File: src/rtl/mdu_hilo_pkg.sv
// Shared ALU control codes for the multiply/divide unit, plus small decode helpers.
package mdu_hilo_pkg;

  localparam logic [4:0] MULT_CONTROL  = 5'b01010;
  localparam logic [4:0] MULTU_CONTROL = 5'b01011;
  localparam logic [4:0] DIV_CONTROL   = 5'b01100;
  localparam logic [4:0] DIVU_CONTROL  = 5'b01101;

  function automatic logic is_md_code(input logic [4:0] code);
    return (code == MULT_CONTROL) || (code == MULTU_CONTROL) ||
           (code == DIV_CONTROL)  || (code == DIVU_CONTROL);
  endfunction

  function automatic logic is_div_code(input logic [4:0] code);
    return (code == DIV_CONTROL) || (code == DIVU_CONTROL);
  endfunction

  function automatic logic is_signed_code(input logic [4:0] code);
    return (code == MULT_CONTROL) || (code == DIV_CONTROL);
  endfunction

endpackage

File: src/rtl/mdu_hilo_div_core.sv
// Radix-2 restoring divider on unsigned magnitudes: one quotient bit per step.
module mdu_hilo_div_core #(
  parameter int WIDTH = 32
) (
  input  logic             clk,
  input  logic             resetn,
  input  logic             load,
  input  logic             step,
  input  logic [WIDTH-1:0] dividend,
  input  logic [WIDTH-1:0] divisor,
  output logic [WIDTH-1:0] quot,
  output logic [WIDTH-1:0] rem
);

  logic [WIDTH-1:0] quot_q;
  logic [WIDTH-1:0] rem_q;
  logic [WIDTH-1:0] dvsr_q;
  logic [WIDTH:0]   shifted;
  logic             fits;
  logic [WIDTH-1:0] trial;

  // When the trial subtract fits, the difference is below the divisor, so the
  // WIDTH-bit wrapped subtract is exact.
  always_comb begin
    shifted = {rem_q, quot_q[WIDTH-1]};
    fits    = (shifted >= {1'b0, dvsr_q});
    trial   = shifted[WIDTH-1:0] - dvsr_q;
  end

  always_ff @(posedge clk or negedge resetn) begin
    if (!resetn) begin
      quot_q <= '0;
      rem_q  <= '0;
      dvsr_q <= '0;
    end else if (load) begin
      quot_q <= dividend;
      rem_q  <= '0;
      dvsr_q <= divisor;
    end else if (step) begin
      rem_q  <= fits ? trial : shifted[WIDTH-1:0];
      quot_q <= {quot_q[WIDTH-2:0], fits};
    end
  end

  assign quot = quot_q;
  assign rem  = rem_q;

endmodule

File: src/rtl/mdu_hilo.sv
// Multiply/divide unit with HI/LO registers; stalls EX while an operation runs.
//
//   state  | meaning
//   IDLE   | waiting for a mult/div in EX; MTHI/MTLO only
//   RUN    | one shift-add or restoring-divide step per cycle, stall held
//   DONE   | result written to HI/LO at this edge, instruction leaves EX
module mdu_hilo
  import mdu_hilo_pkg::*;
#(
  parameter int WIDTH    = 32,
  parameter int FAST_MUL = 1
) (
  input  logic             clk,
  input  logic             resetn,
  input  logic             start,
  input  logic [4:0]       alu_control,
  input  logic [WIDTH-1:0] src_a,
  input  logic [WIDTH-1:0] src_b,
  input  logic             flush,
  input  logic             hi_we,
  input  logic             lo_we,
  input  logic [WIDTH-1:0] hilo_wdata,
  output logic             stall,
  output logic             busy,
  output logic             done,
  output logic [WIDTH-1:0] hi,
  output logic [WIDTH-1:0] lo
);

  localparam int CW = $clog2(WIDTH + 1);

  typedef enum logic [1:0] {
    S_IDLE = 2'd0,
    S_RUN  = 2'd1,
    S_DONE = 2'd2
  } state_t;

  state_t             state_q, state_d;
  logic [CW-1:0]      cnt_q;
  logic [WIDTH-1:0]   op_a_q, op_b_q;
  logic               sgn_q, is_div_q;
  logic [2*WIDTH-1:0] mul_acc_q;

  logic               md_op, accept;
  logic               sgn_in;
  logic [WIDTH-1:0]   mag_src_a, mag_src_b;
  logic               neg_a, neg_q;
  logic [WIDTH-1:0]   mag_a, mag_b;
  logic [WIDTH:0]     mul_sum;
  logic [2*WIDTH-1:0] mul_next, prod_mag, prod;
  logic [WIDTH-1:0]   quot, rem;
  logic [WIDTH-1:0]   res_hi, res_lo;

  assign md_op     = start & is_md_code(alu_control);
  assign accept    = (state_q == S_IDLE) & md_op & ~flush;
  assign sgn_in    = is_signed_code(alu_control);
  assign mag_src_a = (sgn_in & src_a[WIDTH-1]) ? -src_a : src_a;
  assign mag_src_b = (sgn_in & src_b[WIDTH-1]) ? -src_b : src_b;

  always_comb begin
    state_d = state_q;
    stall   = 1'b0;
    done    = 1'b0;
    case (state_q)
      S_IDLE: begin
        if (accept) begin
          stall   = 1'b1;
          state_d = ((FAST_MUL != 0) && !is_div_code(alu_control)) ? S_DONE : S_RUN;
        end
      end
      S_RUN: begin
        stall = 1'b1;
        if (cnt_q == CW'(1)) state_d = S_DONE;
      end
      S_DONE: begin
        done    = 1'b1;
        state_d = S_IDLE;
      end
      default: state_d = S_IDLE;
    endcase
    // Flush cancels from any state; in DONE it also suppresses the write.
    if (flush) begin
      state_d = S_IDLE;
      done    = 1'b0;
    end
  end

  always_ff @(posedge clk or negedge resetn) begin
    if (!resetn) state_q <= S_IDLE;
    else         state_q <= state_d;
  end

  assign busy = (state_q != S_IDLE);

  always_comb begin
    neg_a    = sgn_q & op_a_q[WIDTH-1];
    neg_q    = sgn_q & (op_a_q[WIDTH-1] ^ op_b_q[WIDTH-1]);
    mag_a    = neg_a ? -op_a_q : op_a_q;
    mag_b    = (sgn_q & op_b_q[WIDTH-1]) ? -op_b_q : op_b_q;
    mul_sum  = {1'b0, mul_acc_q[2*WIDTH-1:WIDTH]} + {1'b0, mag_a};
    mul_next = mul_acc_q[0] ? {mul_sum, mul_acc_q[WIDTH-1:1]}
                            : {1'b0, mul_acc_q[2*WIDTH-1:1]};
  end

  always_ff @(posedge clk or negedge resetn) begin
    if (!resetn) begin
      cnt_q     <= '0;
      op_a_q    <= '0;
      op_b_q    <= '0;
      sgn_q     <= 1'b0;
      is_div_q  <= 1'b0;
      mul_acc_q <= '0;
    end else if (accept) begin
      cnt_q     <= CW'(WIDTH);
      op_a_q    <= src_a;
      op_b_q    <= src_b;
      sgn_q     <= sgn_in;
      is_div_q  <= is_div_code(alu_control);
      mul_acc_q <= {{WIDTH{1'b0}}, mag_src_b};
    end else if (state_q == S_RUN) begin
      cnt_q <= cnt_q - CW'(1);
      if (!is_div_q) mul_acc_q <= mul_next;
    end
  end

  mdu_hilo_div_core #(.WIDTH(WIDTH)) u_div (
    .clk      (clk),
    .resetn   (resetn),
    .load     (accept),
    .step     ((state_q == S_RUN) & is_div_q),
    .dividend (mag_src_a),
    .divisor  (mag_src_b),
    .quot     (quot),
    .rem      (rem)
  );

  assign prod_mag = (FAST_MUL != 0) ? ({{WIDTH{1'b0}}, mag_a} * {{WIDTH{1'b0}}, mag_b})
                                    : mul_acc_q;
  assign prod     = neg_q ? -prod_mag : prod_mag;

  // Divide by zero bypasses the sign fix-up: LO all ones, HI the raw dividend.
  always_comb begin
    res_hi = prod[2*WIDTH-1:WIDTH];
    res_lo = prod[WIDTH-1:0];
    if (is_div_q) begin
      if (op_b_q == '0) begin
        res_hi = op_a_q;
        res_lo = '1;
      end else begin
        res_hi = neg_a ? -rem : rem;
        res_lo = neg_q ? -quot : quot;
      end
    end
  end

  always_ff @(posedge clk or negedge resetn) begin
    if (!resetn) begin
      hi <= '0;
      lo <= '0;
    end else if (done) begin
      hi <= res_hi;
      lo <= res_lo;
    end else begin
      if (hi_we) hi <= hilo_wdata;
      if (lo_we) lo <= hilo_wdata;
    end
  end

endmodule

File: config.mk
export PLATFORM = sky130hd
export DESIGN_NAME = mdu_hilo
export DESIGN_NICKNAME = d
export VERILOG_FILES = /design/src/rtl/mdu_hilo_pkg.sv /design/src/rtl/mdu_hilo_div_core.sv /design/src/rtl/mdu_hilo.sv
export SDC_FILE = /design/constraint.sdc
export NUM_CORES = 2
export LEC_CHECK = 0
export ABC_AREA = 1
export CAP_MARGIN = 40
export CORE_MARGIN = 2
export CORE_UTILIZATION = 45
export DETAILED_ROUTE_END_ITERATION = 8
export PLACE_DENSITY_LB_ADDON = 0.05
export SETUP_SLACK_MARGIN = 0.3
export SLEW_MARGIN = 10
export SYNTH_ARGS = -nofsm -noshare
export SYNTH_HDL_FRONTEND = slang
export SYNTH_SLANG_ARGS = --single-unit
File: constraint.sdc
create_clock -name clk -period 19.35 [get_ports clk]
set_input_delay 5.805 -clock clk [delete_from_list [all_inputs] [get_ports clk]]
set_output_delay 5.805 -clock clk [all_outputs]
set_load 0.005 [all_outputs]
# After elaboration in Yosys (flattened, before gate mapping)
# Cells that the tools add are included.
[word_totals] output_inout_bits=67 elab_cells=86 input_bits=107 reg_bits=234
[classes] muxes=31 reduce_logical=13 bitwise_logic=11 magnitude_cmp=1 mul=1 n_addsub=9 eq_ne=9
[op_table] cell="$mux W32" n=19
[op_table] cell="$neg A32 Y32" n=6
[op_table] cell="$mul A32 B32 Y64" n=1
[op_table] cell="$mux W64" n=1
[op_table] cell="$neg A64 Y64" n=1
[op_table] cell="$ge A33 B32 Y1" n=1
[op_table] cell="$logic_not A32 Y1" n=1
[op_table] cell="$sub A32 B32 Y32" n=1
[op_table] cell="$eq A5 B4 Y1 const B" n=4
[op_table] cell="$mux W6" n=2
[op_table] cell="$reduce_bool A2 Y1" n=5
[op_table] cell="$and A1 B1 Y1" n=9
[op_table] cell="$mux W2" n=4
[op_table] cell="$eq A6 B1 Y1 const B" n=1
[op_table] cell="$ne A3 B3 Y1 const B" n=2
[op_table] cell="$sub A6 B1 Y6 const B" n=1
[op_table] cell="$logic_or A1 B1 Y1" n=5
[op_table] cell="$pmux W2 S2" n=1
[op_table] cell="$mux W1" n=3
[op_table] cell="$eq A2 B1 Y1 const B" n=1
[op_table] cell="$eq A2 B2 Y1 const B" n=1
[op_table] cell="$logic_not A2 Y1" n=1
[op_table] cell="$pmux W1 S2" n=1
[op_table] cell="$reduce_and A2 Y1" n=1
[op_table] cell="other kinds (2)" n=2

# Depth between registers and ports, before layout
[logic_depth] ltp_word=10 ltp_mapped=59 depth_no_buf=56

# Cells and area by module
# A second synthesis with hierarchy kept.
[unflattened] hier_cells=7902 hier_area_um2=55007.8
[modules_own_cells] module="mdu_hilo" n_inst=1 cells_each=6875 area_each_um2=48212.5 seq_area_each_um2=3453.3
[modules_own_cells] module="mdu_hilo_div_core" n_inst=1 cells_each=1027 area_each_um2=6795.3 seq_area_each_um2=2402.3

# Worst setup path after synthesis
# Ideal clock, no wire load.
[synth_timing] path_kind="input port to output port" start="input alu_control[2]" end="output stall" n_path_buf=2 path_slack_ns=6.540 t_arrival_ns=7.005 path_stages=9 required_ns=13.545 path_cell_list="inv_1 nand2_1 a21oi_1 nand2_1 nor2_1 inv_1 clkbuf_1 clkbuf_1 nand2_1"
[synth_between] elab_chain_cells=9 elab_cells_between_ends=12 classes_between="eq/ne: 4; mux: 2; bitwise: 3; reduce/logical: 3"
[synth_lines] element="start, declared" line="mdu_hilo.sv:16" source="input logic [4:0] alu_control,"
[synth_lines] element="$eq A5 B4 Y1" line="mdu_hilo_pkg.sv:10" source="return (code == MULT_CONTROL) || (code == MULTU_CONTROL) ||"
[synth_lines] element="$logic_or A1 B1 Y1 (2 in series)" line="mdu_hilo_pkg.sv:10"
[synth_lines] element="$logic_or A1 B1 Y1 *" line="mdu_hilo_pkg.sv:11" source="(code == DIV_CONTROL) || (code == DIVU_CONTROL);"
[synth_lines] element="$and A1 B1 Y1 *" line="mdu_hilo.sv:54" source="assign md_op = start & is_md_code(alu_control);"
[synth_lines] element="$and A1 B1 Y1 * (2 in series)" line="mdu_hilo.sv:55" source="assign accept = (state_q == S_IDLE) & md_op & ~flush;"
[synth_lines] element="$mux W1 *" line="mdu_hilo.sv:66" source="if (accept) begin"
[synth_lines] element="$pmux W1 S2 *" line="mdu_hilo.sv:64" source="case (state_q)"
[synth_lines] element="end, declared" line="mdu_hilo.sv:23" source="output logic stall,"
# Every way passes the cells marked *; elsewhere a longest branch is shown, timed or not.

# Final worst setup path
[layout_timing] start="input alu_control[3]" end="output stall"
# The elaborated chain is that of the path after synthesis.

==> flow_summary_export.csv <==
group,metric,value,unit
timing,setup_slack,5.61,ns
floorplan,ios,174,
outcome,status,"complete, no violations",
grt,antenna_found_initial,1,
yosys,synth.most_common_cell,"nand2_1",
timing,timing.hold.ws,0.477,ns
yosys,synth_area_leaders,"fa_1, nand2_1, inv_1",
finish,synthToLayoutAreaGrowth,9.31,%
routing,drt_iter0_markers,3726,
floorplan,die_w,348,um
clock_network,post_cts_resize_count,0,
setup_path,critPathKind,"input pin to output pin",
setup_path,critPathRequiredTime,13.54,ns
routing,vias,49300,
setup_path,cp-start-kind,"input pin",
routing,vias_per_cell,5.39,
yosys,syn-cell-area,0.0534,mm^2
finish,nNetsFinal,8890,
finish,antenna_cells,0,
timing,timing.final.crit_period,13.74,ns
placement,gp_congestion,0.974,
yosys,ys_seq_area_frac,0.109,
clock_network,cts-hold-fix-buffers,0,
floorplan,rows,126,
setup_path,crit_family,"buffers and inverters",
timing,drv_slew,0,
placement,dp_slack,5.51,ns
grt,grt_overflow,0,
yosys,synthArstFlopShare,1.00,
yosys,syn-instance-count,7534,
grt,grt_pass1_vias,49300,
setup_path,worst-path-max-fanout,170,
timing,final_hold_viol_count,0,
yosys,synth_commonest_cells,"nand2_1, inv_1, nor2_1, fa_1, o21ai_0",
yosys,synth_seq_cells,233,
setup_path,crit_chain,"clkdlybuf4s50_1, nand2_1, a21oi_1, nand2_1, nor2_4, buf_12, inv_2, nand2_1, clkdlybuf4s50_1",
clock_network,cts_setup_buffers,0,
timing,setup_tns,0,ns
finish,drive_above_1_share,0.0317,
grt,grt_pass1_wl,310000,um
placement,portBuffers,173,
routing,drc,0,
yosys,synth_top_area_frac,0.337,
setup_path,critical_path.max_stage_delay,0.51,ns
routing,routedWlPerCell,22.4,um
setup_path,cp.arrival,7.94,ns
yosys,avgSynthCellArea,7.08,um^2
yosys,synth_edf_count,0,
yosys,yosys.cell_types.count,63,
timing,fmax,72.8,MHz
floorplan,coreArea,0.118,mm^2
yosys,ys.warnings.count,0,
timing,setup_viol,0,
placement,hpwl,168000,um
job,cap_violations,0,
setup_path,cp_slowest_cell,"clkdlybuf4s50_1",
routing,wirelength,205000,um
floorplan,die_height,348,um
finish,nFillCells,12100,
grt,grt_max_degree,171,
finish,multi_input_area,0.0404,mm^2
clock_network,numCtsBuffers,25,
timing,clock_skew,0.0278,ns
clock_network,cts_tree,"done",
clock_network,clk_pin_slew_worst_paths,0.06,ns
clock_network,clock-sinks,233,
yosys,synth_area_leader_cell,"fa_1",
routing,antenna_left,0,
clock_network,insertion_delay,0.59,ns
clock_network,clk_path_buf_depth,3,
timing,final.period_utilization,0.710,
yosys,ys.flop_type,"dfrtp_1",
worst_hold_path,hold_path.class,"flip-flop to flip-flop",
timing,grt_setup_unrepaired,"false",
timing,slew_headroom,0.355,
timing,worst_slew_pin_slew,0.957,ns
setup_path,crit_path_frequent_cell,"nand2_1",
setup_path,critPathCaptureType,"output pin",
grt,grt.total_usage,0.341,
finish,register_area,0.00583,mm^2
routing,drt-pass1-iter-count,6,
clock_network,htreeDepth,1,
floorplan,start_util,0.453,
yosys,syn-num-nets,8842,
floorplan,dieArea,0.121,mm^2
setup_path,path_buf_inv,4,
clock_network,cts_root_buf,"clkbuf_16",
==> layout make-up <==
| type | instances | share of cell area |
|---|---|---|
| Sequential cell | 233 | 0.100 |
| Multi-Input combinational cell | 5374 | 0.693 |
| Tap cell | 1536 | 0.0330 |
| Clock inverter | 15 | 0.00350 |
| Inverter | 1654 | 0.106 |
| Timing Repair Buffer | 294 | 0.0524 |
| Clock buffer | 30 | 0.0117 |
==> path summary, 6_finish.rpt <==
path                                              from                            to  slack, ns  depth (start not counted)
hold reg to reg                 state_q[1]$_DFFE_PN0P_        state_q[1]$_DFFE_PN0P_       0.48                          1
max in group asynchronous                       resetn            hi[18]$_DFFE_PN0P_      12.70                          2
setup reg to reg           u_div.dvsr_q[0]$_DFFE_PN0P_            hi[30]$_DFFE_PN0P_       7.57                         49
hold / removal                  state_q[1]$_DFFE_PN0P_        state_q[1]$_DFFE_PN0P_       0.48                          1
setup / recovery                        alu_control[3]                         stall       5.61                          9
min in group asynchronous                       resetn  u_div.dvsr_q[28]$_DFFE_PN0P_       5.22                          1
==> cells by family after synthesis <==
group,share of synthesized area
buffers and inverters,0.136
AND/OR/NAND/NOR,0.249
adder cells (fa/ha/maj),0.408
XOR/XNOR,0.0230
AO/OA/AOI/OAI,0.0748
flip-flops,0.109
==> flip-flops by register name, summed over array words and instances, names as in the netlist <==
signal / cells
u_div.quot: 32
state_q: 2
op_b_q: 31
op_a_q: 32
is_div_q: 1
sgn_q: 1
lo: 32
u_div.rem: 32
cnt_q: 6
hi: 32
u_div.dvsr_q: 32
==> layer usage <==
metal | GRT usage | vias up | wire (um)
li1 | - | 22600 | -
met1 | 0.454 | 24400 | 85600
met2 | 0.551 | 1865 | 93200
met5 | 0 | - | 0
met3 | 0.0532 | 392 | 15300
met4 | 0.151 | 0 | 10800
==> stage by stage <==
stage | instances | util | instance area [um^2]
2_1_floorplan | 7534 | - | 53400
3_3_place_gp | 9067 | 0.483 | 56900
3_5_place_dp | 9090 | 0.487 | 57400
4_1_cts | 9135 | 0.495 | 58300
5_1_grt | 9136 | 0.495 | 58300
6_report | 9136 | 0.495 | 58300
==> layout by cell type (no fill, tap or decap), types with 4 or more instances in the layout <==
master and instances:
nand2_1 1861, inv_1 1629, nor2_1 941, fa_1 897, o21ai_0 367, nand3_1 312, ha_1 304, dfrtp_1 233
a21oi_1 212, clkdlybuf4s50_1 172, buf_4 95, xor2_1 90, nor3_1 72, nand4_1 37, xnor2_1 34, clkbuf_16 25
o211ai_1 22, nand3b_1 21, o22ai_1 20, a31oi_1 17, buf_16 16, clkinv_1 15, or2_2 14, nor4_1 14
o221ai_1 14, nor2_2 13, xor2_2 11, inv_2 10, o21a_1 10, o31ai_1 9, o21ai_1 8, o21bai_1 8
buf_8 8, clkinvlp_4 7, nor3_2 6, a21boi_0 6, a221oi_1 4, clkbuf_8 4, bufinv_16 4
Power is left out: the tool's default activity adds up to more than one toggle a clock period on the data nets, which glitch-free logic cannot reach.
